===== config.mk =====
export PLATFORM = sky130hd
export DESIGN_NAME = priv_op_exec_flat
export DESIGN_NICKNAME = d
export VERILOG_FILES = /design/src/rtl/priv_op_exec_if.sv /design/src/rtl/priv_op_exec.sv /design/src/flat_wrapper.sv
export SDC_FILE = /design/constraint.sdc
export NUM_CORES = 1
export LEC_CHECK = 0
export CAP_MARGIN = 40
export CELL_PAD_IN_SITES_DETAIL_PLACEMENT = 1
export CELL_PAD_IN_SITES_GLOBAL_PLACEMENT = 1
export CORE_ASPECT_RATIO = 0.5
export CORE_MARGIN = 2
export CORE_UTILIZATION = 35
export DETAILED_ROUTE_END_ITERATION = 8
export PLACE_DENSITY_LB_ADDON = 0.1
export SLEW_MARGIN = 20
export SYNTH_ARGS = -nofsm -noshare
export SYNTH_HDL_FRONTEND = slang
export SYNTH_SLANG_ARGS = --single-unit

===== constraint.sdc =====
create_clock -name clk -period 3.4 [get_ports clk]
set_input_delay 0.34 -clock clk [delete_from_list [all_inputs] [get_ports clk]]
set_output_delay 0.34 -clock clk [all_outputs]
set_load 0.1 [all_outputs]

===== src/rtl/priv_op_exec_if.sv =====
// Issue, TLB and writeback signal bundle for priv_op_exec.
// master = surrounding pipeline/TLB, slave = the execution unit.
interface priv_op_exec_if #(
   parameter int TLBIDX_W = 4
);
   logic                in_valid;
   logic                in_ready;
   logic [7:0]          in_aluop;
   logic [4:0]          in_waddr;
   logic [31:0]         in_pc;
   logic [31:0]         csr_tid;
   logic [31:0]         csr_era;
   logic                tlb_req_valid;
   logic                tlb_req_ready;
   logic [1:0]          tlb_req_op;
   logic [TLBIDX_W-1:0] tlb_req_fill_idx;
   logic                tlb_resp_valid;
   logic                tlb_resp_hit;
   logic [TLBIDX_W-1:0] tlb_resp_index;
   logic                out_valid;
   logic                out_ready;
   logic                out_wen;
   logic [4:0]          out_waddr;
   logic [31:0]         out_wdata;
   logic                out_srch_valid;
   logic                out_srch_hit;
   logic [TLBIDX_W-1:0] out_srch_index;
   logic                out_flush;
   logic [31:0]         out_flush_pc;
   logic                out_tlb_err;

   modport master (
      output in_valid, in_aluop, in_waddr, in_pc, csr_tid, csr_era,
             tlb_req_ready, tlb_resp_valid, tlb_resp_hit, tlb_resp_index, out_ready,
      input  in_ready, tlb_req_valid, tlb_req_op, tlb_req_fill_idx,
             out_valid, out_wen, out_waddr, out_wdata, out_srch_valid, out_srch_hit,
             out_srch_index, out_flush, out_flush_pc, out_tlb_err
   );

   modport slave (
      input  in_valid, in_aluop, in_waddr, in_pc, csr_tid, csr_era,
             tlb_req_ready, tlb_resp_valid, tlb_resp_hit, tlb_resp_index, out_ready,
      output in_ready, tlb_req_valid, tlb_req_op, tlb_req_fill_idx,
             out_valid, out_wen, out_waddr, out_wdata, out_srch_valid, out_srch_hit,
             out_srch_index, out_flush, out_flush_pc, out_tlb_err
   );
endinterface


===== src/rtl/priv_op_exec.sv =====
// Executes counter reads, ERTN and multi-cycle TLB ops; owns the 64-bit stable counter.
// Optional TLB response watchdog enabled by defining PRIV_TLB_TIMEOUT_EN.
module priv_op_exec #(
   parameter int TLBIDX_W    = 4,
   parameter int TIMEOUT_CYC = 255
) (
   input logic           clk,
   input logic           rst_n,
   priv_op_exec_if.slave bus
);
   localparam logic [7:0] ALU_RDCNTVLW = 8'h50;
   localparam logic [7:0] ALU_RDCNTVHW = 8'h51;
   localparam logic [7:0] ALU_RDCNTID  = 8'h52;
   localparam logic [7:0] ALU_ERTN     = 8'h53;
   localparam logic [7:0] ALU_TLBSRCH  = 8'h54;
   localparam logic [7:0] ALU_TLBRD    = 8'h55;
   localparam logic [7:0] ALU_TLBWR    = 8'h56;
   localparam logic [7:0] ALU_TLBFILL  = 8'h57;

   localparam logic [1:0] OP_SRCH = 2'b00;
   localparam logic [1:0] OP_RD   = 2'b01;
   localparam logic [1:0] OP_WR   = 2'b10;
   localparam logic [1:0] OP_FILL = 2'b11;

   typedef enum logic [1:0] {IDLE, TLB_REQ, TLB_WAIT, DONE} state_t;

   state_t              state_q, state_d;
   logic [63:0]         cnt_q, cnt_d;
   logic                req_valid_q, req_valid_d;
   logic [1:0]          req_op_q, req_op_d;
   logic [TLBIDX_W-1:0] fill_idx_q, fill_idx_d;
   logic [31:0]         pc_q, pc_d;
   logic                out_valid_q, out_valid_d;
   logic                wen_q, wen_d;
   logic [4:0]          waddr_q, waddr_d;
   logic [31:0]         wdata_q, wdata_d;
   logic                srch_valid_q, srch_valid_d;
   logic                srch_hit_q, srch_hit_d;
   logic [TLBIDX_W-1:0] srch_index_q, srch_index_d;
   logic                flush_q, flush_d;
   logic [31:0]         flush_pc_q, flush_pc_d;
`ifdef PRIV_TLB_TIMEOUT_EN
   localparam int WD_W = $clog2(TIMEOUT_CYC + 1);
   localparam logic [WD_W-1:0] WD_LAST = WD_W'(TIMEOUT_CYC - 1);
   logic [WD_W-1:0]     wdog_q, wdog_d;
   logic                tlb_err_q, tlb_err_d;
`endif

   always_comb begin
      state_d      = state_q;
      cnt_d        = cnt_q + 64'd1;
      req_valid_d  = req_valid_q;
      req_op_d     = req_op_q;
      fill_idx_d   = fill_idx_q;
      pc_d         = pc_q;
      out_valid_d  = out_valid_q;
      wen_d        = wen_q;
      waddr_d      = waddr_q;
      wdata_d      = wdata_q;
      srch_valid_d = srch_valid_q;
      srch_hit_d   = srch_hit_q;
      srch_index_d = srch_index_q;
      flush_d      = flush_q;
      flush_pc_d   = flush_pc_q;
`ifdef PRIV_TLB_TIMEOUT_EN
      wdog_d       = wdog_q;
      tlb_err_d    = tlb_err_q;
`endif
      case (state_q)
         IDLE: if (bus.in_valid) begin
            pc_d        = bus.in_pc;
            state_d     = DONE;
            out_valid_d = 1'b1;
            case (bus.in_aluop)
               ALU_RDCNTVLW: begin wen_d = 1'b1; waddr_d = bus.in_waddr; wdata_d = cnt_q[31:0];  end
               ALU_RDCNTVHW: begin wen_d = 1'b1; waddr_d = bus.in_waddr; wdata_d = cnt_q[63:32]; end
               ALU_RDCNTID:  begin wen_d = 1'b1; waddr_d = bus.in_waddr; wdata_d = bus.csr_tid;  end
               ALU_ERTN:     begin flush_d = 1'b1; flush_pc_d = bus.csr_era; end
               ALU_TLBSRCH, ALU_TLBRD, ALU_TLBWR, ALU_TLBFILL: begin
                  state_d     = TLB_REQ;
                  out_valid_d = 1'b0;
                  req_valid_d = 1'b1;
                  // TLB op codes are laid out so the low two bits are the request op
                  req_op_d    = bus.in_aluop[1:0];
                  fill_idx_d  = cnt_q[TLBIDX_W-1:0];
               end
               default: ;
            endcase
`ifdef PRIV_TLB_TIMEOUT_EN
            wdog_d = '0;
`endif
         end
         TLB_REQ: if (bus.tlb_req_ready) begin
            req_valid_d = 1'b0;
            state_d     = TLB_WAIT;
         end
         TLB_WAIT: if (bus.tlb_resp_valid) begin
            state_d     = DONE;
            out_valid_d = 1'b1;
            if (req_op_q == OP_SRCH) begin
               srch_valid_d = 1'b1;
               srch_hit_d   = bus.tlb_resp_hit;
               srch_index_d = bus.tlb_resp_index;
            end else if (req_op_q == OP_WR || req_op_q == OP_FILL) begin
               flush_d    = 1'b1;
               flush_pc_d = pc_q + 32'd4;
            end
         end
         DONE: if (bus.out_ready) begin
            state_d      = IDLE;
            out_valid_d  = 1'b0;
            wen_d        = 1'b0;
            waddr_d      = '0;
            wdata_d      = '0;
            srch_valid_d = 1'b0;
            srch_hit_d   = 1'b0;
            srch_index_d = '0;
            flush_d      = 1'b0;
            flush_pc_d   = '0;
            req_op_d     = OP_SRCH;
            fill_idx_d   = '0;
`ifdef PRIV_TLB_TIMEOUT_EN
            tlb_err_d    = 1'b0;
`endif
         end
         default: state_d = IDLE;
      endcase
`ifdef PRIV_TLB_TIMEOUT_EN
      // A response arriving on the expiry cycle wins over the timeout
      if (state_q == TLB_REQ || state_q == TLB_WAIT) begin
         wdog_d = wdog_q + 1'b1;
         if (state_d != DONE && wdog_q == WD_LAST) begin
            state_d      = DONE;
            out_valid_d  = 1'b1;
            tlb_err_d    = 1'b1;
            req_valid_d  = 1'b0;
            flush_d      = 1'b1;
            flush_pc_d   = pc_q + 32'd4;
            srch_valid_d = 1'b0;
         end
      end
`endif
   end

   always_ff @(posedge clk or negedge rst_n) begin
      if (!rst_n) begin
         state_q      <= IDLE;
         cnt_q        <= '0;
         req_valid_q  <= 1'b0;
         req_op_q     <= OP_SRCH;
         fill_idx_q   <= '0;
         pc_q         <= '0;
         out_valid_q  <= 1'b0;
         wen_q        <= 1'b0;
         waddr_q      <= '0;
         wdata_q      <= '0;
         srch_valid_q <= 1'b0;
         srch_hit_q   <= 1'b0;
         srch_index_q <= '0;
         flush_q      <= 1'b0;
         flush_pc_q   <= '0;
`ifdef PRIV_TLB_TIMEOUT_EN
         wdog_q       <= '0;
         tlb_err_q    <= 1'b0;
`endif
      end else begin
         state_q      <= state_d;
         cnt_q        <= cnt_d;
         req_valid_q  <= req_valid_d;
         req_op_q     <= req_op_d;
         fill_idx_q   <= fill_idx_d;
         pc_q         <= pc_d;
         out_valid_q  <= out_valid_d;
         wen_q        <= wen_d;
         waddr_q      <= waddr_d;
         wdata_q      <= wdata_d;
         srch_valid_q <= srch_valid_d;
         srch_hit_q   <= srch_hit_d;
         srch_index_q <= srch_index_d;
         flush_q      <= flush_d;
         flush_pc_q   <= flush_pc_d;
`ifdef PRIV_TLB_TIMEOUT_EN
         wdog_q       <= wdog_d;
         tlb_err_q    <= tlb_err_d;
`endif
      end
   end

   assign bus.in_ready         = (state_q == IDLE);
   assign bus.tlb_req_valid    = req_valid_q;
   assign bus.tlb_req_op       = req_op_q;
   assign bus.tlb_req_fill_idx = fill_idx_q;
   assign bus.out_valid        = out_valid_q;
   assign bus.out_wen          = wen_q;
   assign bus.out_waddr        = waddr_q;
   assign bus.out_wdata        = wdata_q;
   assign bus.out_srch_valid   = srch_valid_q;
   assign bus.out_srch_hit     = srch_hit_q;
   assign bus.out_srch_index   = srch_index_q;
   assign bus.out_flush        = flush_q;
   assign bus.out_flush_pc     = flush_pc_q;
`ifdef PRIV_TLB_TIMEOUT_EN
   assign bus.out_tlb_err      = tlb_err_q;
`else
   assign bus.out_tlb_err      = 1'b0;
`endif
endmodule


===== src/flat_wrapper.sv =====
// flat-port wrapper written by rule: the top's interface ports become plain ports
module priv_op_exec_flat 
#(
   parameter int TLBIDX_W    = 4,
   parameter int TIMEOUT_CYC = 255
)
  (clk, rst_n, bus_in_valid, bus_in_aluop, bus_in_waddr, bus_in_pc, bus_csr_tid, bus_csr_era, bus_tlb_req_ready, bus_tlb_resp_valid, bus_tlb_resp_hit, bus_tlb_resp_index, bus_out_ready, bus_in_ready, bus_tlb_req_valid, bus_tlb_req_op, bus_tlb_req_fill_idx, bus_out_valid, bus_out_wen, bus_out_waddr, bus_out_wdata, bus_out_srch_valid, bus_out_srch_hit, bus_out_srch_index, bus_out_flush, bus_out_flush_pc, bus_out_tlb_err);
  priv_op_exec_if #(.TLBIDX_W(TLBIDX_W)) bus_i ();
  input logic clk;
  input logic rst_n;
  input wire logic [$bits(bus_i.in_valid)-1:0] bus_in_valid;
  input wire logic [$bits(bus_i.in_aluop)-1:0] bus_in_aluop;
  input wire logic [$bits(bus_i.in_waddr)-1:0] bus_in_waddr;
  input wire logic [$bits(bus_i.in_pc)-1:0] bus_in_pc;
  input wire logic [$bits(bus_i.csr_tid)-1:0] bus_csr_tid;
  input wire logic [$bits(bus_i.csr_era)-1:0] bus_csr_era;
  input wire logic [$bits(bus_i.tlb_req_ready)-1:0] bus_tlb_req_ready;
  input wire logic [$bits(bus_i.tlb_resp_valid)-1:0] bus_tlb_resp_valid;
  input wire logic [$bits(bus_i.tlb_resp_hit)-1:0] bus_tlb_resp_hit;
  input wire logic [$bits(bus_i.tlb_resp_index)-1:0] bus_tlb_resp_index;
  input wire logic [$bits(bus_i.out_ready)-1:0] bus_out_ready;
  output wire logic [$bits(bus_i.in_ready)-1:0] bus_in_ready;
  output wire logic [$bits(bus_i.tlb_req_valid)-1:0] bus_tlb_req_valid;
  output wire logic [$bits(bus_i.tlb_req_op)-1:0] bus_tlb_req_op;
  output wire logic [$bits(bus_i.tlb_req_fill_idx)-1:0] bus_tlb_req_fill_idx;
  output wire logic [$bits(bus_i.out_valid)-1:0] bus_out_valid;
  output wire logic [$bits(bus_i.out_wen)-1:0] bus_out_wen;
  output wire logic [$bits(bus_i.out_waddr)-1:0] bus_out_waddr;
  output wire logic [$bits(bus_i.out_wdata)-1:0] bus_out_wdata;
  output wire logic [$bits(bus_i.out_srch_valid)-1:0] bus_out_srch_valid;
  output wire logic [$bits(bus_i.out_srch_hit)-1:0] bus_out_srch_hit;
  output wire logic [$bits(bus_i.out_srch_index)-1:0] bus_out_srch_index;
  output wire logic [$bits(bus_i.out_flush)-1:0] bus_out_flush;
  output wire logic [$bits(bus_i.out_flush_pc)-1:0] bus_out_flush_pc;
  output wire logic [$bits(bus_i.out_tlb_err)-1:0] bus_out_tlb_err;
  assign bus_i.in_valid = bus_in_valid;
  assign bus_i.in_aluop = bus_in_aluop;
  assign bus_i.in_waddr = bus_in_waddr;
  assign bus_i.in_pc = bus_in_pc;
  assign bus_i.csr_tid = bus_csr_tid;
  assign bus_i.csr_era = bus_csr_era;
  assign bus_i.tlb_req_ready = bus_tlb_req_ready;
  assign bus_i.tlb_resp_valid = bus_tlb_resp_valid;
  assign bus_i.tlb_resp_hit = bus_tlb_resp_hit;
  assign bus_i.tlb_resp_index = bus_tlb_resp_index;
  assign bus_i.out_ready = bus_out_ready;
  assign bus_in_ready = bus_i.in_ready;
  assign bus_tlb_req_valid = bus_i.tlb_req_valid;
  assign bus_tlb_req_op = bus_i.tlb_req_op;
  assign bus_tlb_req_fill_idx = bus_i.tlb_req_fill_idx;
  assign bus_out_valid = bus_i.out_valid;
  assign bus_out_wen = bus_i.out_wen;
  assign bus_out_waddr = bus_i.out_waddr;
  assign bus_out_wdata = bus_i.out_wdata;
  assign bus_out_srch_valid = bus_i.out_srch_valid;
  assign bus_out_srch_hit = bus_i.out_srch_hit;
  assign bus_out_srch_index = bus_i.out_srch_index;
  assign bus_out_flush = bus_i.out_flush;
  assign bus_out_flush_pc = bus_i.out_flush_pc;
  assign bus_out_tlb_err = bus_i.out_tlb_err;
  priv_op_exec #(.TLBIDX_W(TLBIDX_W), .TIMEOUT_CYC(TIMEOUT_CYC)) u_core (.clk(clk), .rst_n(rst_n), .bus(bus_i));
endmodule

---- Word-level counts from Yosys, hierarchy flattened ----
Cells that the tools add are included.
word-level totals
  register bits ........................... 183
  input port bits ......................... 120
  output and inout bits ................... 87
  logic and storage cells ................. 113
operators by class
  $add $sub $neg .......................... 2
  eq/ne operators ......................... 24
  mux-type cells .......................... 54
  reductions and logical operators ........ 18
operators by type and width
  kind                                                    count
  2-to-1 mux 32 bit                                       7
  one-hot mux 32 bit (3 select lines)                     2
  adder 64 x 1 -> 64 bit (second input constant)          1
  equality test 8 x 7 -> 1 bit (second input constant)    8
  one-hot mux 32 bit (2 select lines)                     1
  adder 32 x 3 -> 32 bit (second input constant)          1
  AND reduction 4 bit                                     7
  2-to-1 mux 4 bit                                        5
  2-to-1 mux 1 bit                                        18
  one-hot mux 4 bit (2 select lines)                      2
  2-to-1 mux 5 bit                                        3
  2-to-1 mux 2 bit                                        7
  inequality test 2 bit (second input constant)           6
  one-hot mux 5 bit (2 select lines)                      1
  equality test 2 bit (second input constant)             4
  inequality test 2 x 1 -> 1 bit (second input constant)  4
  one-hot mux 1 bit (2 select lines)                      4
  one-hot mux 2 bit (4 select lines)                      1
  AND reduction 7 bit                                     1
  one-hot mux 1 bit (3 select lines)                      2
  nonzero test 2 bit                                      3
  zero test 2 bit                                         2
  inequality test 4 x 1 -> 1 bit (second input constant)  1
  one-hot mux 2 bit (2 select lines)                      1
  6 further kinds                                         6

---- Depth between registers and ports, before layout ----
  depth after elaboration ................. 6
  mapped depth ............................ 11
  depth with buffers taken out ............ 7

---- Worst setup path after synthesis ----
Ideal clock, no wire load.
  path type ............................... register -> register
  from .................................... reg u_core.state_q[0]
  to ...................................... reg u_core.wdata_q[30], in the netlist u_core.bus.out_wdata[30]
  library setup time ...................... 110 ps
  arrival time ............................ 2913 ps
  required time ........................... 3290 ps
  slack ................................... 377 ps
  stages on the path, launching flop included .. 12
  buffers on the path ..................... 4
  period minus slack after synthesis ...... 3023 ps
  path through ............................ dfrtp_1 -> inv_1 -> ha_1 -> buf_6 -> clkinv_1 -> a41oi_1 -> or3_1 -> buf_2 -> clkbuf_1 -> buf_2 -> nand2_1 -> o41ai_1
on the way
  cells in the longest elaborated chain, start to end .. 3
  elaborated cells on any way between the ends .. 8
  those cells by class .................... eq/ne (4); mux (1); reduce/logical (3)
RTL lines
  element                                                                        line                 text
  from (decl)                                                                    priv_op_exec.sv:27   state_t state_q, state_d;
  from (signal assigned)                                                         priv_op_exec.sv:167  state_q <= state_d;
  zero test 2 bit (*)                                                            -
  via bus_in_ready                                                               flat_wrapper.sv:22   output wire logic [$bits(bus_i.in_ready)-1:0] bus_in_ready;
  inequality test 4 x 1 -> 1 bit (no source line), or another cell as far along  -
  AND reduction 4 bit (no source line)                                           -
  to (signal assigned)                                                           priv_op_exec.sv:176  wdata_q <= wdata_d;
  to (decl)                                                                      priv_op_exec.sv:36   logic [31:0] wdata_q, wdata_d;
The timed path passes the listed nets; every way through them passes the cells marked *.
A chain may end at the register's enable or synchronous reset.

---- Worst setup path in the final report ----
  from .................................... reg u_core.state_q[0]
  to ...................................... reg u_core.flush_pc_q[0], in the netlist u_core.bus.out_flush_pc[0]
on the way
  cells in the longest elaborated chain, start to end .. 3
  elaborated cells on any way between the ends .. 12
  those cells by class .................... eq/ne (8); mux (1); reduce/logical (3)
RTL lines
  element                                                               line                 text
  equality test 2 bit or zero test 2 bit (tied branches)                priv_op_exec.sv:69   case (state_q)
  inequality test 2 bit (no source line), or another cell as far along  -
  AND reduction 7 bit (no source line)                                  -
  to (signal assigned)                                                  priv_op_exec.sv:181  flush_pc_q <= flush_pc_d;
  to (decl)                                                             priv_op_exec.sv:41   logic [31:0] flush_pc_q, flush_pc_d;
Parallel ways exist; a longest one is shown, timed or not.

==> reports/qor.yml <==
fp.dieW_um: 237.4
crit_path_max_fanout: 37
post-route-util: 0.5322
start_kind: "flip-flop"
die_area_mm2: 0.02864
clkPwrFrac: 0.148
synth_seq_cells: 183
diodes: 0
critical_path.endpoint_type: "flip-flop"
ctsRootBufferMaster: "clkbuf_16"
wl_met2_mm: 16.57
total_power_mw: 13.12
grt_pass1_vias: 9230
switching_power_mw: 6.263
status: "completed"
seqPwrFrac: 0.251
ys_types: 59
tightestPinTransition_ns: 0.9535
std_cell_rows: 42
drc: 0
cts_sinks: 183
crit_top_cell: "buf_4"
drive_above_1_share: 0.1613
initial_core_util: 0.3584
synth_most_common_cell: "dfrtp_1"
gp_congestion: 0.8281
crit_required_ns: 3.72
synth_flop_cell: "dfrtp_1"
cts_tree: "yes"
clk_pin_slew_ns: 0.07
fin_skew_ns: 0.009120
coreArea_mm2: 0.02659
synth_top_area_frac: 0.4806
setup_violations: 0
cts-htree-levels: 4
async_reset_ff_frac: 1.000
synthTopCellsByCount: "183 x dfrtp_1, 92 x nand2_1, 56 x nor2_1, 56 x xnor2_1, 51 x o31ai_1"
cap_viol_max_count: 0
combPwrFrac: 0.601
vias: 8403
power_density_mw_per_mm2: 926.8
grt.overflow.total: 0
p_leak_nw: 5.871
cts_hold_buf: 1
period_share: 0.8155
cts_inserted_buffers: 17
port_buffers: 205
dpl_cell_area_mm2: 0.01356
postSynthAreaPerCell_um2: 10.02
cp_data_arrival_time_ns: 3.09
internal-power_mw: 6.853
nets: 1350
max_stage_delay_ns: 0.53
synth_edf_count: 0
syn-cell-area_mm2: 0.009529
io-pin-count: 207
reg2reg_depth: 9
post-cts-setup-buffers: 0
crit_type: "flip-flop to flip-flop"
m1WireLength_mm: 13.90
drtAntennaViolNets: 0
wl_per_cell_um: 20.04
avgViaCountPerCell: 5.298
hpwl_mm: 23.47
max_freq_mhz: 360.6
track_usage: 0.2313
cts_max_path_buffers: 2
grt_pass1_wl_mm: 51.53
switching_share: 0.4775
first_pass_iters: 6
synth_top_cell_by_area: "dfrtp_1"
hp-class: "primary input to async pin"
grt_max_degree: 83
met3_length_um: 891
slew_viol_final: 0
routed.top_layer: "met4"
synth_fp_nets: 1078
crit_chain: "inv_1, ha_1, buf_4, nor2b_1, or4_4, a2111o_1, buf_4, a221oi_1, nor2_1"
slowest_stage: "or4_4"
dr.first_iter.drc_count: 519
fp.dieH_um: 120.7
pre_cts_slack_ns: 0.5107
antenna_found_initial: 0
design_area_mm2: 0.01415
clock_latency_ns: 0.45
yosysWarnings: 0
synthTopCellsByArea: "dfrtp_1 48%, xnor2_1 5.1%, mux2_2 4.5%"
syn2layout_area_growth_pct: 48.50
syn_inst: 951
timing.final.ws_setup_ns: 0.6272
fin_crit_ns: 2.773
synth-seq-area-share: 0.4806
hold_viol: 0
peakVddDrop_uv: 631.5
tns_ns: 0
wl_mm: 31.79
rsz0062_at_grt: "false"
relSlewSlack: 0.3479
cts.repair.resized: 0
## final cells by class
type | count | area, um^2
Clock buffer | 21 | 480.5
Sequential cell | 183 | 4579
Multi-Input combinational cell | 681 | 4572
Tap cell | 352 | 440.4
Fill cell | 2865 | 12440
Timing Repair Buffer | 312 | 3897
Clock inverter | 9 | 76.32
Inverter | 28 | 105.1
## final timing paths
kind | startpoint | end | slack [ns]
setup / recovery | u_core.state_q[0]$_DFFE_PN0P_ | u_core.bus.out_flush_pc[0]$_DFFE_PN0P_ | 0.63
hold / removal | rst_n | u_core.pc_q[5]$_DFFE_PN0P_ | 0.33
setup reg to reg | u_core.state_q[0]$_DFFE_PN0P_ | u_core.bus.out_flush_pc[0]$_DFFE_PN0P_ | 0.63
hold reg to reg | u_core.bus.out_wdata[18]$_DFFE_PN0P_ | u_core.bus.out_wdata[18]$_DFFE_PN0P_ | 0.48
max in group asynchronous | rst_n | u_core.bus.out_wdata[6]$_DFFE_PN0P_ | 2.12
min in group clk | bus_in_waddr[3] | u_core.bus.out_waddr[3]$_DFFE_PN0P_ | 0.45
## layer usage
metal / vias up / GRT usage
li1: 3970 / -
met1: 4277 / 0.2919
met2: 129 / 0.4137
met3: 27 / 0.03607
met4: 0 / 0.06407
met5: - / 0
## cell usage in the layout (no fill, tap or decap), drive strengths merged, types with 3 or more instances in the layout
cell type	n
o21a	4
nand4	25
a221oi	14
clkdlybuf4s50	202
nand3	50
a21oi	13
nand2b	27
o22ai	32
ha	7
and2	5
a221o	3
nand2	93
nor3	24
a21o	26
inv	27
nor2	56
mux2	38
clkbuf	21
dfrtp	183
and4	10
nor4	13
o31ai	51
o211ai	11
nand3b	5
or4	3
buf	109
a22oi	3
or3	3
nor2b	13
and3	9
clkinv	8
o41ai	9
o21ai	28
xnor2	56
xor2	28
o31a	4
## power by group through the flow
stage / Clock, mW / Combinational, mW / Sequential [mW]
2_1_floorplan: 0 / 2.42 / 5.58
3_3_place_gp: 0 / 6.21 / 3.29
3_5_place_dp: 0 / 7.91 / 3.32
4_1_cts: 1.99 / 7.94 / 3.29
5_1_grt: 2.07 / 8.31 / 3.37
6_report: 1.94 / 7.88 / 3.29
## registers in the layout, indices dropped and copies added (netlist names)
name / flops
u_core.bus.out_flush_pc: 32
u_core.cnt_q: 64
u_core.bus.out_wen: 1
u_core.bus.out_srch_valid: 1
u_core.pc_q: 32
u_core.state_q: 2
u_core.bus.out_waddr: 5
u_core.bus.out_wdata: 32
u_core.bus.out_srch_index: 4
u_core.bus.out_flush: 1
u_core.bus.tlb_req_fill_idx: 4
u_core.bus.out_valid: 1
u_core.bus.tlb_req_valid: 1
u_core.bus.out_srch_hit: 1
u_core.bus.tlb_req_op: 2
## worst max-delay path: cells and delay by family, from the launching register on
| kind | cells | cell delay [ns] |
|---|---|---|
| compound gates | 2 | 0.71 |
| fa+ha+maj | 1 | 0.20 |
| buf+inv | 3 | 0.54 |
| flops | 1 | 0.42 |
| simple gates | 3 | 0.76 |
## through the flow
step / hold WS [ns] / cells
after floorplan: 0.04441 / 951
after global placement: 0.4569 / 1469
after detailed placement: 0.4689 / 1554
after CTS: 0.4243 / 1585
after global routing: 0.3547 / 1586
final: 0.3276 / 1586
## cell families (layout without fill, tap and decap cells)
| kind of cell | after synthesis | in the layout | synth area share |
|---|---|---|---|
| flip-flops | 183 | 183 | 0.4806 |
| other | 1 | 1 | 0.0003935 |
| AND/OR/NAND/NOR | 344 | 344 | 0.1876 |
| AO/OA/AOI/OAI | 205 | 205 | 0.1574 |
| XOR/XNOR | 84 | 84 | 0.07721 |
| multiplexers | 40 | 40 | 0.04701 |
| buffers and inverters | 87 | 370 | 0.04057 |
| adder cells (fa/ha/maj) | 7 | 7 | 0.009191 |
Note: power is estimated with default switching activity, not from simulation.
